[src/rtl/bsg_cache_nb_txn_monitor_pkg.sv]
// ============================================================================
// Module  : bsg_cache_nb_txn_monitor_pkg
// Brief   : Shared enums and sizing helper for the non-blocking cache
//           transaction monitor.
// Revision: 1.0 - initial release
// ============================================================================
`default_nettype none

package bsg_cache_nb_txn_monitor_pkg;

    typedef enum logic [1:0] {
        e_err_none      = 2'd0,
        e_err_overflow  = 2'd1,
        e_err_underflow = 2'd2,
        e_err_timeout   = 2'd3
    } err_code_e;

    typedef enum logic [2:0] {
        e_idle  = 3'd0,
        e_run   = 3'd1,
        e_drain = 3'd2,
        e_done  = 3'd3,
        e_error = 3'd4
    } state_e;

    // ceil(log2(x)), never less than 1 so degenerate sizes still yield a legal vector
    function automatic int safe_clog2(input int x);
        int r;
        r = 0;
        for (int i = 0; i < 31; i++) begin
            if ((1 << i) < x) r = i + 1;
        end
        return (r == 0) ? 1 : r;
    endfunction

endpackage

`default_nettype wire

[src/rtl/bsg_cache_nb_txn_port_counter.sv]
// ============================================================================
// Module  : bsg_cache_nb_txn_port_counter
// Brief   : One port's outstanding counter, response watchdog and error flags.
//           Optional statistics under BSG_CACHE_NB_TXN_MONITOR_STATS_EN.
// Revision: 1.0 - initial release
// ============================================================================
`default_nettype none

module bsg_cache_nb_txn_port_counter
    import bsg_cache_nb_txn_monitor_pkg::*;
#(
    parameter int block_size_in_words_p = 8,
    parameter int max_outstanding_p     = 64,
    parameter int timeout_p             = 1024
)
(
    input  logic                                         clk_i,
    input  logic                                         reset_n_i,
    input  logic                                         req_fire_i,
    input  logic                                         req_block_i,
    input  logic                                         resp_fire_i,
    output logic [safe_clog2(max_outstanding_p+1)-1:0]   cnt_o,
    output logic                                         overflow_o,
    output logic                                         underflow_o,
    output logic                                         timeout_o
`ifdef BSG_CACHE_NB_TXN_MONITOR_STATS_EN
    ,
    output logic [31:0]                                  total_req_o,
    output logic [31:0]                                  total_resp_o,
    output logic [safe_clog2(max_outstanding_p+1)-1:0]   hwm_o
`endif
);

    localparam int cnt_width_lp = safe_clog2(max_outstanding_p + 1);
    // wide enough that cnt + block weight never wraps before the saturation check
    localparam int sum_width_lp = safe_clog2(max_outstanding_p + block_size_in_words_p + 1) + 1;
    localparam int wd_width_lp  = safe_clog2(timeout_p + 1);

    localparam logic [sum_width_lp-1:0] c_max     = sum_width_lp'(max_outstanding_p);
    localparam logic [sum_width_lp-1:0] c_block   = sum_width_lp'(block_size_in_words_p);
    localparam logic [wd_width_lp-1:0]  c_timeout = wd_width_lp'(timeout_p);

    logic [cnt_width_lp-1:0] r_cnt;
    logic [cnt_width_lp-1:0] w_cnt_next;
    logic [sum_width_lp-1:0] w_weight;
    logic [sum_width_lp-1:0] w_sum;
    logic [wd_width_lp-1:0]  r_wd;
    logic [wd_width_lp-1:0]  w_wd_next;

    always_comb begin
        w_weight = '0;
        if (req_fire_i) begin
            w_weight = req_block_i ? c_block : sum_width_lp'(1);
        end
        w_sum = sum_width_lp'(r_cnt) + w_weight
              - (resp_fire_i ? sum_width_lp'(1) : sum_width_lp'(0));

        overflow_o  = 1'b0;
        underflow_o = 1'b0;
        w_cnt_next  = w_sum[cnt_width_lp-1:0];
        if (resp_fire_i && !req_fire_i && (r_cnt == '0)) begin
            underflow_o = 1'b1;
            w_cnt_next  = '0;
        end else if (w_sum > c_max) begin
            overflow_o = 1'b1;
            w_cnt_next = cnt_width_lp'(max_outstanding_p);
        end
    end

    always_comb begin
        w_wd_next = r_wd;
        timeout_o = 1'b0;
        if ((timeout_p == 0) || resp_fire_i || (r_cnt == '0)) begin
            w_wd_next = '0;
        end else if (r_wd < c_timeout) begin
            w_wd_next = r_wd + wd_width_lp'(1);
            timeout_o = (r_wd == (c_timeout - wd_width_lp'(1)));
        end
    end

    always_ff @(posedge clk_i or negedge reset_n_i) begin
        if (!reset_n_i) begin
            r_cnt <= '0;
            r_wd  <= '0;
        end else begin
            r_cnt <= w_cnt_next;
            r_wd  <= w_wd_next;
        end
    end

    assign cnt_o = r_cnt;

`ifdef BSG_CACHE_NB_TXN_MONITOR_STATS_EN
    logic [31:0]             r_total_req;
    logic [31:0]             r_total_resp;
    logic [cnt_width_lp-1:0] r_hwm;

    always_ff @(posedge clk_i or negedge reset_n_i) begin
        if (!reset_n_i) begin
            r_total_req  <= '0;
            r_total_resp <= '0;
            r_hwm        <= '0;
        end else begin
            r_total_req  <= r_total_req + 32'(w_weight);
            r_total_resp <= r_total_resp + (resp_fire_i ? 32'd1 : 32'd0);
            if (w_cnt_next > r_hwm) r_hwm <= w_cnt_next;
        end
    end

    assign total_req_o  = r_total_req;
    assign total_resp_o = r_total_resp;
    assign hwm_o        = r_hwm;
`endif

endmodule

`default_nettype wire

[src/rtl/bsg_cache_nb_txn_monitor.sv]
// ============================================================================
// Module  : bsg_cache_nb_txn_monitor
// Brief   : N-port outstanding-transaction monitor with first-error capture
//           and drain/done FSM. Stats via BSG_CACHE_NB_TXN_MONITOR_STATS_EN.
// Revision: 1.0 - initial release
// ============================================================================
`default_nettype none

module bsg_cache_nb_txn_monitor
    import bsg_cache_nb_txn_monitor_pkg::*;
#(
    parameter int num_ports_p           = 2,
    parameter int block_size_in_words_p = 8,
    parameter int max_outstanding_p     = 64,
    parameter int timeout_p             = 1024
)
(
    input  logic                                                   clk_i,
    input  logic                                                   reset_n_i,
    input  logic [num_ports_p-1:0]                                 req_v_i,
    input  logic [num_ports_p-1:0]                                 req_ready_i,
    input  logic [num_ports_p-1:0]                                 req_block_i,
    input  logic [num_ports_p-1:0]                                 resp_v_i,
    input  logic [num_ports_p-1:0]                                 resp_yumi_i,
    input  logic                                                   src_done_i,
    output logic [num_ports_p*safe_clog2(max_outstanding_p+1)-1:0] outstanding_o,
    output logic                                                   done_o,
    output logic                                                   error_o,
    output logic [1:0]                                             error_code_o,
    output logic [safe_clog2(num_ports_p)-1:0]                     error_port_o
`ifdef BSG_CACHE_NB_TXN_MONITOR_STATS_EN
    ,
    output logic [num_ports_p*32-1:0]                              total_req_o,
    output logic [num_ports_p*32-1:0]                              total_resp_o,
    output logic [num_ports_p*safe_clog2(max_outstanding_p+1)-1:0] hwm_o
`endif
);

    localparam int cnt_width_lp = safe_clog2(max_outstanding_p + 1);
    localparam int lg_ports_lp  = safe_clog2(num_ports_p);

    logic [num_ports_p-1:0] w_req_fire;
    logic [num_ports_p-1:0] w_resp_fire;
    logic [num_ports_p-1:0] w_ovf;
    logic [num_ports_p-1:0] w_unf;
    logic [num_ports_p-1:0] w_tmo;

    assign w_req_fire  = req_v_i & req_ready_i;
    assign w_resp_fire = resp_v_i & resp_yumi_i;

    for (genvar p = 0; p < num_ports_p; p++) begin : g_port
        bsg_cache_nb_txn_port_counter #(
            .block_size_in_words_p (block_size_in_words_p),
            .max_outstanding_p     (max_outstanding_p),
            .timeout_p             (timeout_p)
        ) u_port (
            .clk_i       (clk_i),
            .reset_n_i   (reset_n_i),
            .req_fire_i  (w_req_fire[p]),
            .req_block_i (req_block_i[p]),
            .resp_fire_i (w_resp_fire[p]),
            .cnt_o       (outstanding_o[p*cnt_width_lp +: cnt_width_lp]),
            .overflow_o  (w_ovf[p]),
            .underflow_o (w_unf[p]),
            .timeout_o   (w_tmo[p])
`ifdef BSG_CACHE_NB_TXN_MONITOR_STATS_EN
            ,
            .total_req_o  (total_req_o[p*32 +: 32]),
            .total_resp_o (total_resp_o[p*32 +: 32]),
            .hwm_o        (hwm_o[p*cnt_width_lp +: cnt_width_lp])
`endif
        );
    end

    logic                   w_evt;
    err_code_e              w_evt_code;
    logic [lg_ports_lp-1:0] w_evt_port;

    // descending scan so the lowest-numbered erroring port is the one left standing
    always_comb begin
        w_evt      = 1'b0;
        w_evt_code = e_err_none;
        w_evt_port = '0;
        for (int p = num_ports_p - 1; p >= 0; p--) begin
            if (w_ovf[p] || w_unf[p] || w_tmo[p]) begin
                w_evt      = 1'b1;
                w_evt_port = lg_ports_lp'(p);
                w_evt_code = w_ovf[p] ? e_err_overflow :
                             w_unf[p] ? e_err_underflow : e_err_timeout;
            end
        end
    end

    logic                   r_error;
    err_code_e              r_error_code;
    logic [lg_ports_lp-1:0] r_error_port;

    always_ff @(posedge clk_i or negedge reset_n_i) begin
        if (!reset_n_i) begin
            r_error      <= 1'b0;
            r_error_code <= e_err_none;
            r_error_port <= '0;
        end else if (w_evt && !r_error) begin
            r_error      <= 1'b1;
            r_error_code <= w_evt_code;
            r_error_port <= w_evt_port;
        end
    end

    state_e r_state;
    state_e w_state_next;
    logic   w_any_req;
    logic   w_any_fire;
    logic   w_all_zero;

    assign w_any_req  = |w_req_fire;
    assign w_any_fire = w_any_req | (|w_resp_fire);
    assign w_all_zero = (outstanding_o == '0);

    always_comb begin
        w_state_next = r_state;
        case (r_state)
            e_idle: begin
                if (w_any_req)       w_state_next = e_run;
                else if (src_done_i) w_state_next = e_done;
            end
            e_run: begin
                if (src_done_i) w_state_next = e_drain;
            end
            e_drain: begin
                if (!src_done_i)                   w_state_next = e_run;
                else if (w_all_zero && !w_any_fire) w_state_next = e_done;
            end
            e_done: begin
                if (w_any_req) w_state_next = e_run;
            end
            e_error: w_state_next = e_error;
            default: w_state_next = e_idle;
        endcase
        if (w_evt) w_state_next = e_error;
    end

    always_ff @(posedge clk_i or negedge reset_n_i) begin
        if (!reset_n_i) r_state <= e_idle;
        else            r_state <= w_state_next;
    end

    assign done_o       = (r_state == e_done);
    assign error_o      = r_error;
    assign error_code_o = r_error_code;
    assign error_port_o = r_error_port;

endmodule

`default_nettype wire

[config.mk]
export PLATFORM = sky130hd
export DESIGN_NAME = bsg_cache_nb_txn_monitor
export DESIGN_NICKNAME = d
export VERILOG_FILES = /design/src/rtl/bsg_cache_nb_txn_monitor_pkg.sv /design/src/rtl/bsg_cache_nb_txn_port_counter.sv /design/src/rtl/bsg_cache_nb_txn_monitor.sv
export SDC_FILE = /design/constraint.sdc
export NUM_CORES = 1
export LEC_CHECK = 0
export BUFFER_PORTS_ARGS = -buffer_cell sky130_fd_sc_hd__buf_2
export CAP_MARGIN = 15
export CORE_MARGIN = 3
export CORE_UTILIZATION = 45
export DETAILED_ROUTE_END_ITERATION = 8
export GPL_TIMING_DRIVEN = 1
export HOLD_SLACK_MARGIN = 0.05
export MAX_ROUTING_LAYER = met4
export PLACE_DENSITY_LB_ADDON = 0.05
export SLEW_MARGIN = 10
export SYNTH_ARGS = -nofsm -noshare
export SYNTH_HDL_FRONTEND = slang
export SYNTH_SLANG_ARGS = --single-unit
[constraint.sdc]
create_clock -name clk_i -period 2.72 [get_ports clk_i]
set_input_delay 0.272 -clock clk_i [delete_from_list [all_inputs] [get_ports clk_i]]
set_output_delay 0.272 -clock clk_i [all_outputs]
set_load 0.02 [all_outputs]
Yosys cells after proc, flatten, opt, wreduce, memory -nomap -nowiden
Cells that the tools add are included.
- $add $sub $neg: 6
- $mul: 0
- div/mod/pow operators: 0
- order comparisons: 4
- equality and inequality tests: 10
- shift-type cells: 0
- mux-type cells: 41
- bitwise operators: 3
- reductions and logical operators: 25
- operators with widths (cell ; number):
    11-bit 2-to-1 mux ; 4
    7-bit 2-to-1 mux ; 4
    11-bit by 1-bit adder with 11-bit output (second input constant) ; 2
    11-bit by 10-bit == test with 1-bit output (second input constant) ; 2
    11-bit < comparator (second input constant) ; 2
    3-bit 2-to-1 mux ; 7
    1-bit 2-to-1 mux ; 17
    7-bit by 8-bit adder with 8-bit output ; 2
    8-bit by 7-bit > comparator with 1-bit output (second input constant) ; 2
    8-bit 2-to-1 mux ; 2
    8-bit subtractor ; 2
    3-bit one-hot mux with 5 select lines ; 1
    14-bit logical NOT ; 1
    7-bit logical NOT ; 2
    2-bit 2-to-1 mux ; 4
    4-bit 2-to-1 mux ; 2
    4-bit inequality test (second input constant) ; 2
    3-bit by 2-bit == test with 1-bit output (second input constant) ; 2
    1-bit logical AND ; 6
    1-bit logical OR ; 6
    2-bit bitwise AND ; 2
    1-bit logical NOT ; 4
    4-bit AND reduction ; 1
    2-bit nonzero test ; 2
    7 further kinds ; 8
- register bits after elaboration: 43
- latch bits: 0
- RAM bits: 0
- memory bits (read-only): 0
- output and inout port bits: 19
- logic and storage cells: 97
- memories kept: 0

Logic depth before layout (Yosys ltp)
Gate-level depths: netlist of run 1.
- depth after elaboration: 13
- gate-level depth with buffers: 14
- depth with buffers taken out: 14

Modules after synthesis
Synthesis of run 1 repeated with hierarchy kept, for this count alone.
- cell total of the unflattened synthesis: 306
- area, all modules: 2945.3 um^2
- by module, submodules not included (module ; instances ; cells each ; area an instance (um^2) ; sequential area each (um^2)):
    bsg_cache_nb_txn_port_counter ; 2 ; 126 ; 1237.4 ; 450.4
    bsg_cache_nb_txn_monitor ; 1 ; 54 ; 470.5 ; 175.2

Worst setup path before layout of run 1
Ideal clock, no wire load.
- kind: register to register
- start: register g_port[0].u_port.r_cnt[0]
- end: register r_error_code[0], in the netlist error_code_o[0]
- setup time: 0.126 ns
- arrival time: 2.786 ns
- required time: 2.594 ns
- setup slack: -0.192 ns
- cell stages (with the launch flop): 14
- buffers on the path: 0
- period minus slack after synthesis: 2.912 ns
- path through: dfrtp_1 inv_1 ha_1 inv_1 ha_1 inv_1 fa_1 nand2b_1 a21oi_1 xnor2_1 and4_1 o21ai_2 o41ai_2 a221o_1
- longest elaborated chain between the ends: 9
- ends and longest elaborated chain (what ; RTL line ; source):
    start, declared ; bsg_cache_nb_txn_port_counter.sv:43 ; logic [cnt_width_lp-1:0] r_cnt;
    start signal, assigned ; bsg_cache_nb_txn_port_counter.sv:86 ; r_cnt <= w_cnt_next;
    7-bit by 8-bit adder with 8-bit output ; bsg_cache_nb_txn_port_counter.sv:55 ; w_sum = sum_width_lp'(r_cnt) + w_weight
    8-bit subtractor ; bsg_cache_nb_txn_port_counter.sv:56 ; - (resp_fire_i ? sum_width_lp'(1) : sum_width_lp'(0));
    8-bit by 7-bit > comparator with 1-bit output ; bsg_cache_nb_txn_port_counter.sv:64 ; end else if (w_sum > c_max) begin
    1-bit 2-to-1 mux ; bsg_cache_nb_txn_port_counter.sv:64 ;
    1-bit 2-to-1 mux ; bsg_cache_nb_txn_port_counter.sv:61 ; if (resp_fire_i && !req_fire_i && (r_cnt == '0)) begin
    1-bit logical OR (2 in series) ; bsg_cache_nb_txn_monitor.sv:85 ; if (w_ovf[p] || w_unf[p] || w_tmo[p]) begin
    1-bit 2-to-1 mux ; bsg_cache_nb_txn_monitor.sv:85 ;
    1-bit logical AND ; bsg_cache_nb_txn_monitor.sv:103 ; end else if (w_evt && !r_error) begin
    end signal, assigned ; bsg_cache_nb_txn_monitor.sv:101 ; r_error_code <= e_err_none;
    end signal, assigned ; bsg_cache_nb_txn_monitor.sv:105 ; r_error_code <= w_evt_code;
    end, declared ; bsg_cache_nb_txn_monitor.sv:95 ; err_code_e r_error_code;
Several ways; a longest one is shown, not always the timed one.
A chain may end at the register's enable or synchronous reset.

Worst setup path after layout of run 1
- start: register g_port[1].u_port.r_cnt[0]
- end: register r_state[1]
- longest elaborated chain between the ends: 11
- ends and longest elaborated chain (what ; RTL line ; source):
    start, declared ; bsg_cache_nb_txn_port_counter.sv:43 ;
    start signal, assigned ; bsg_cache_nb_txn_port_counter.sv:86 ;
    7-bit by 8-bit adder with 8-bit output ; bsg_cache_nb_txn_port_counter.sv:55 ;
    8-bit subtractor ; bsg_cache_nb_txn_port_counter.sv:56 ;
    8-bit by 7-bit > comparator with 1-bit output ; bsg_cache_nb_txn_port_counter.sv:64 ;
    1-bit 2-to-1 mux ; bsg_cache_nb_txn_port_counter.sv:64 ;
    1-bit 2-to-1 mux ; bsg_cache_nb_txn_port_counter.sv:61 ;
    1-bit logical OR (2 in series) ; bsg_cache_nb_txn_monitor.sv:85 ;
    1-bit 2-to-1 mux (2 in series) ; bsg_cache_nb_txn_monitor.sv:85 ;
    4-bit inequality test (no source line), or another cell as far along ; - ;
    4-bit AND reduction (no source line) ; - ;
    end signal, assigned ; bsg_cache_nb_txn_monitor.sv:144 ; if (!reset_n_i) r_state <= e_idle;
    end signal, assigned ; bsg_cache_nb_txn_monitor.sv:145 ; else r_state <= w_state_next;
    end, declared ; bsg_cache_nb_txn_monitor.sv:110 ; state_e r_state;
Several ways; a longest one is shown, not always the timed one.

==> results of run 1 <==
## sequential cells by signal, summed over array words and instances, names as in the netlist
name / flops
error_port_o: 1
g_port.u_port.r_wd: 22
error_code_o: 2
g_port.u_port.cnt_o: 14
r_state: 3
error_o: 1
## layout by cell type, fill, tap and decap left out, drive strengths merged, types with 4 or more instances in the layout
master	n
a21oi	16
and3	4
buf	70
clkbuf	6
dfrtp	43
ha	24
inv	38
nand2	18
nand2b	5
nand3	9
nand4	6
nor2	48
nor2b	6
nor3b	8
o21ai	12
xnor2	11
xor2	14
## stage by stage
| step | util, % | area [um^2] | hold WS (ps) |
|---|---|---|---|
| after global placement | 56.3 | 3390 | 481 |
| after CTS | 59.2 | 3570 | 158 |
| after floorplan | - | 2910 | -23.6 |
| after global routing | 61.7 | 3720 | 191 |
| final | 61.7 | 3720 | 120 |
| after detailed placement | 56.3 | 3390 | 486 |
## worst reg2reg max path, cell delays in order (launching register included)
cell	delay, ps
dfrtp_2	410
inv_2	60
ha_4	190
inv_4	50
ha_4	130
inv_2	40
fa_2	390
o21bai_4	130
a21oi_2	90
xnor2_2	170
nor4_4	380
o211ai_4	170
nor4_4	230
nor4b_2	250
## power breakdown
group	total [mW]	internal (mW)	switching (mW)
sequential	0.874	0.766	0.107
clock	0.585	0.367	0.218
combinational	2.73	1.31	1.42
total	4.19	2.44	1.75
## worst min path at each step
stage,endpoint,slack (ps),cells past startpoint
2_1_floorplan,error_code_o[0]$_DFFE_PN0P_,-20,0
6_report,g_port[0].u_port.cnt_o[3]$_DFF_PN0_,120,1
3_5_place_dp,g_port[0].u_port.cnt_o[3]$_DFF_PN0_,490,1
4_1_cts,g_port[0].u_port.cnt_o[3]$_DFF_PN0_,160,1
3_3_place_gp,g_port[0].u_port.cnt_o[3]$_DFF_PN0_,480,1
5_1_grt,g_port[0].u_port.cnt_o[3]$_DFF_PN0_,190,1
## per-layer routing
layer  GRT usage (%)  up-vias  share of wire, %
met1            25.0     1149                49
met2            27.8       42                46
li1                -     1215                 -
met5               -        -                 0
met3            2.59        7               3.6
met4            5.18        0               1.0
## timing repair
item	in CTS	in global routing
pin swaps	2	10
buffers inserted	2	5
gates resized for setup	7	24
endpoints found under the setup margin	7	19
## final cells by class
type | count | area (um^2)
fill | 534 | 2310
tap | 75 | 93.8
clock inverter | 2 | 60.1
sequential | 43 | 1080
clock buffer | 6 | 72.6
multi-input combinational | 229 | 1820
inverter | 38 | 145
timing repair buffer | 70 | 448
## cell families after synthesis
logic type | after synthesis
simple gates | 125
compound gates | 50
flops | 43
xor+xnor | 25
mux | 3
fa+ha+maj | 26
buf+inv | 41
==> flow_summary.json, run 1 <==
{
  "outcome": "finished, violations left",
  "failed_checks": "setup timing",
  "synth.most_common_cell": "nor2_1",
  "synth_common_cells": "48 x nor2_1, 43 x dfrtp_1, 38 x inv_1",
  "synth_top_family_by_area": "simple AND/OR/NAND/NOR gates",
  "synth-edff-count": 0,
  "die_area_um2": 7340,
  "ctsHoldBuffers": 0,
  "netlist_instances": 313,
  "synth_fa_ha_area_share_pct": 11.9,
  "die_h_um": 85.7,
  "grt_pass1_wl_um": 10400,
  "crit_buf_inv": 3,
  "overflow": 0,
  "synth-simple-area-share_pct": 24.1,
  "synth_flop_cell": "dfrtp_1",
  "yosysTopAreaCell": "dfrtp_1",
  "routabilityCongestion": 0.817,
  "worstRegToRegCells": 13,
  "synthTopCellsByArea": "dfrtp_1 38%, ha_1 11%, nor2_1 6.3%",
  "netlist_area_um2": 2860,
  "rr_startpoint": "g_port[1].u_port.cnt_o[0]$_DFF_PN0_",
  "reg2reg_slack_ps": -70,
  "synth_xor_area_share_pct": 7.93,
  "hpwl_um": 4620,
  "maxCapViolations": 0,
  "cts_made_buffers": 5,
  "crit_start": "g_port[1].u_port.cnt_o[0]$_DFF_PN0_",
  "syn_to_final_growth_pct": 30.2,
  "clk_latency_ps": 290,
  "fin_setup_tns_ps": -130,
  "p_leak_nw": 1.78,
  "final_cells": 463,
  "skew_ps": 6.44,
  "start_util_pct": 47.4,
  "antenna_found_initial": 0,
  "setup.worst_path.end": "r_state[1]$_DFFE_PN0P_",
  "endpoint_kind": "register",
  "clock_sinks": 43,
  "finalPower_mw": 4.19,
  "fmax_mhz": 359,
  "cts_root_buffer": "clkbuf_8",
  "post-place-ws_ps": -219,
  "first_pass_iters": 4,
  "seq_area_frac_synth_pct": 37.7,
  "yosysUniqueCellTypes": 50,
  "syn-num-nets": 352,
  "slew_viol_final": 0,
  "crit_fanout": 4,
  "synth_top_area_share_pct": 37.7,
  "worst_pin_slew_ps": 953,
  "ys_ff_latch": 43,
  "cp_num_cells": 13,
  "finalHoldViolCount": 0,
  "wire_per_inst_um": 13.4,
  "timing.final.crit_share_pct": 102,
  "hp-class": "in -> async",
  "max_stage_delay_ps": 410,
  "synth_compound_area_share_pct": 11.9,
  "dp.cells": 449,
  "via_count": 2413,
  "path_delay_family": "simple AND/OR/NAND/NOR gates",
  "synth_async_sr_flop_share_pct": 100,
  "layout.nets": 426,
  "antenna_left": 0,
  "path_class": "reg -> reg",
  "crit_arrival_ps": 2980,
  "finalWorstSetupSlack_ps": -66.7,
  "diodes": 0,
  "gr-usage-all-layers_pct": 18.1,
  "yosysWarnings": 0,
  "drive_above_1_share_pct": 30.9,
  "rows": 28,
  "cts_tree": "done",
  "muxShareOfSynthArea_pct": 1.05,
  "drc": 0,
  "worstReg2RegEnd": "r_state[1]$_DFFE_PN0P_",
  "finalCriticalPeriod_ps": 2790,
  "p_per_area_nw_per_um2": 1130,
  "clkTransAtPathRegs_ps": 80,
  "avgViaCountPerCell": 5.21,
  "crit_path_start_kind": "register",
  "setup_violations": 3,
  "worst_slew_margin_rel_pct": 36.5,
  "peakVddDrop_uv": 639,
  "core_um2": 6030,
  "boundaryPins": 32,
  "h-tree-depth": 2,
  "rsz0062_at_grt": "yes",
  "drt_iter0_drc": 81,
  "portBuffers": 31,
  "cp.required_ps": 2920,
  "crit_slowest_cell": "dfrtp_2",
  "grt_pass1_vias": 2305,
  "clock_path_buffers": 2,
  "grt_max_degree": 44,
  "cp_cell_sequence": "inv_2, ha_4, inv_4, ha_4, inv_2, fa_2, o21bai_4, a21oi_2, xnor2_2, nor4_4, o211ai_4, nor4_4, nor4b_2",
  "routed_wirelength_um": 6200,
  "die_width_um": 85.7,
  "avgSynthCellArea_um2": 9.13
}
No activity file was read; power rests on OpenSTA's default activity.
==> run 2: changes to the inputs <==
--- a/config.mk
+++ b/config.mk
@@ -5,11 +5,11 @@
 export SDC_FILE = /design/constraint.sdc
 export NUM_CORES = 1
 export LEC_CHECK = 0
-export BUFFER_PORTS_ARGS = -buffer_cell sky130_fd_sc_hd__buf_2
 export CAP_MARGIN = 15
 export CORE_MARGIN = 3
 export CORE_UTILIZATION = 45
 export DETAILED_ROUTE_END_ITERATION = 8
+export DONT_BUFFER_PORTS = 1
 export GPL_TIMING_DRIVEN = 1
 export HOLD_SLACK_MARGIN = 0.05
 export MAX_ROUTING_LAYER = met4
==> run 2 against run 1 <==
Against the previous run:
- the run still ends with setup timing left
- critical path type unchanged
- clock power fell by 33%
- utilization is 2.5 points lower
- sequential power is 2% lower
- die area is the same
- non-clock buffer count fell by 25
- largest cell class unchanged
- highest routed layer unchanged
==> flow_summary.json, run 2 (synthesized netlist as in run 1, its figures left out) <==
{
  "avgViaCountPerCell": 5.19,
  "portBuffers": 0,
  "first_pass_iters": 4,
  "p_clk_share_pct": 10.0,
  "setup_violations": 4,
  "routed_wirelength_um": 6360,
  "clock_sinks": 43,
  "gr-usage-all-layers_pct": 18.2,
  "seqPwrFrac_pct": 21.7,
  "boundaryPins": 32,
  "finalHoldViolCount": 0,
  "worst_pin_slew_ps": 594,
  "clock_path_buffers": 2,
  "path_delay_family": "compound AO/OA/AOI/OAI gates",
  "largest_reg_flops": 22,
  "cp.required_ps": 2900,
  "dp.cells": 421,
  "layout_commonest_cell": "nor2_1",
  "drive_above_1_share_pct": 24.6,
  "clk_latency_ps": 300,
  "clkTransAtPathRegs_ps": 80,
  "hp-class": "in -> reg",
  "start_util_pct": 47.4,
  "crit_arrival_ps": 3020,
  "peakVddDrop_uv": 468,
  "rows": 28,
  "outcome": "finished, violations left",
  "crit_path_start_kind": "register",
  "top_register": "g_port.u_port.r_wd",
  "finalWorstSetupSlack_ps": -113,
  "crit_slowest_cell": "dfrtp_2",
  "fin_setup_tns_ps": -247,
  "mostFrequentLayoutCells": "48 x nor2_1, 40 x dfrtp_1, 40 x buf_4",
  "endpoint_kind": "register",
  "cts_tree": "done",
  "cts_made_buffers": 5,
  "fmax_mhz": 353,
  "netSwitchingPower_mw": 1.73,
  "via_count": 2267,
  "antenna_left": 0,
  "p_leak_nw": 1.66,
  "grt_pass1_vias": 2270,
  "final_cells": 437,
  "combPwrFrac_pct": 68.4,
  "rsz0062_at_grt": "yes",
  "diodes": 0,
  "antenna_found_initial": 0,
  "drc": 0,
  "crit_fanout": 4,
  "finalCriticalPeriod_ps": 2830,
  "failed_checks": "setup timing",
  "layout.nets": 401,
  "grt_max_degree": 44,
  "die_h_um": 85.7,
  "drt_iter0_drc": 95,
  "p_int_mw": 2.22,
  "cp_cell_sequence": "inv_2, ha_4, inv_2, ha_4, inv_4, fa_2, nand2b_4, a21oi_1, o31ai_1, xor2_1, buf_4, o21ai_4, o41ai_4, a221o_1",
  "path_class": "reg -> reg",
  "max_stage_delay_ps": 420,
  "crit_buf_inv": 4,
  "h-tree-depth": 2,
  "hpwl_um": 4720,
  "grt_pass1_wl_um": 10400,
  "core_um2": 6030,
  "die_area_um2": 7340,
  "routabilityCongestion": 0.816,
  "cts_root_buffer": "clkbuf_8",
  "maxCapViolations": 0,
  "fin_area_um2": 3570,
  "wire_per_inst_um": 14.6,
  "placed_cell_area_um2": 3260,
  "syn_to_final_growth_pct": 24.9,
  "timing.final.crit_share_pct": 104,
  "die_width_um": 85.7,
  "worst_slew_margin_rel_pct": 60.3,
  "skew_ps": 6.30,
  "switching_share_pct": 43.9,
  "slew_viol_final": 0,
  "p_per_area_nw_per_um2": 1110,
  "overflow": 0
}
-- run 2: changes by cell type in the layout (fill, tap and decap cells not counted), sizes merged --
cell | previous run | this run
clkinv | 0 | 2
dlygate4sd3 | 0 | 1
bufinv | 2 | 0
clkbuf | 6 | 5
buf | 70 | 44
-- run 2: final cells by class --
| class | count | area (um^2) |
|---|---|---|
| fill | 532 | 2460 |
| multi-input combinational | 229 | 1790 |
| sequential | 43 | 1080 |
| timing repair buffer | 45 | 372 |
| inverter | 38 | 148 |
| tap | 75 | 93.8 |
| clock buffer | 5 | 68.8 |
| clock inverter | 2 | 13.8 |
-- run 2: worst reg2reg max path, delay by kind of cell, from the launching register on --
| family | cells | cell delay, ps |
|---|---|---|
| AND/OR/NAND/NOR | 1 | 170 |
| flip-flops | 1 | 420 |
| AO/OA/AOI/OAI | 5 | 950 |
| adder cells (fa/ha/maj) | 3 | 690 |
| XOR/XNOR | 1 | 160 |
| buffers and inverters | 4 | 320 |
-- run 2: path summary, 6_finish.rpt --
check,start,to,slack (ps),cells after the start
worst max-delay path,g_port[0].u_port.cnt_o[0]$_DFF_PN0_,error_code_o[0]$_DFFE_PN0P_,-110,14
worst min-delay path,src_done_i,r_state[0]$_DFFE_PN0P_,210,3
worst max register to register,g_port[0].u_port.cnt_o[0]$_DFF_PN0_,error_code_o[0]$_DFFE_PN0P_,-110,14
worst min register to register,g_port[1].u_port.r_wd[8]$_DFFE_PN0P_,g_port[1].u_port.r_wd[8]$_DFFE_PN0P_,550,2
max in group asynchronous,reset_n_i,g_port[0].u_port.cnt_o[3]$_DFF_PN0_,2000,2
min in group asynchronous,reset_n_i,g_port[0].u_port.cnt_o[2]$_DFF_PN0_,510,2
-- run 2: power by group through the flow --
stage | logic [mW] | clock network [mW] | registers [mW]
global route | 2.96 | 0.447 | 0.873
detailed placement | 2.30 | 0 | 0.867
global placement | 2.29 | 0 | 0.869
floorplan | 1.47 | 0 | 0.940
finish | 2.70 | 0.393 | 0.856
CTS | 2.46 | 0.415 | 0.856
-- run 2: through the flow --
| stage | hold slack [ps] | power (mW) | util (%) | setup slack, ps |
|---|---|---|---|---|
| after floorplan | -23.6 | 2.41 | - | -5.26 |
| after global placement | -22.5 | 3.16 | 54.1 | -69.4 |
| after detailed placement | -21.8 | 3.17 | 54.1 | -109 |
| after CTS | 180 | 3.73 | 57.1 | -101 |
| after global routing | 218 | 4.28 | 59.2 | -235 |
| final | 212 | 3.95 | 59.2 | -113 |
-- run 2: timing repair --
action | CTS | global route
buffers inserted | 3 | 4
endpoints found under the setup margin | 5 | 9
resized for setup | 7 | 22
hold buffers | 2 | 0
pin swaps | 8 | 14
endpoints found under the hold margin | 43 | 0
-- run 2: routing by layer --
| metal | up-vias | track usage [%] | share of wire, % |
|---|---|---|---|
| li1 | 1162 | - | - |
| met1 | 1058 | 24.1 | 46 |
| met2 | 42 | 28.3 | 47 |
| met3 | 5 | 4.61 | 5.2 |
| met4 | 0 | 3.88 | 0.90 |
| met5 | - | - | 0 |
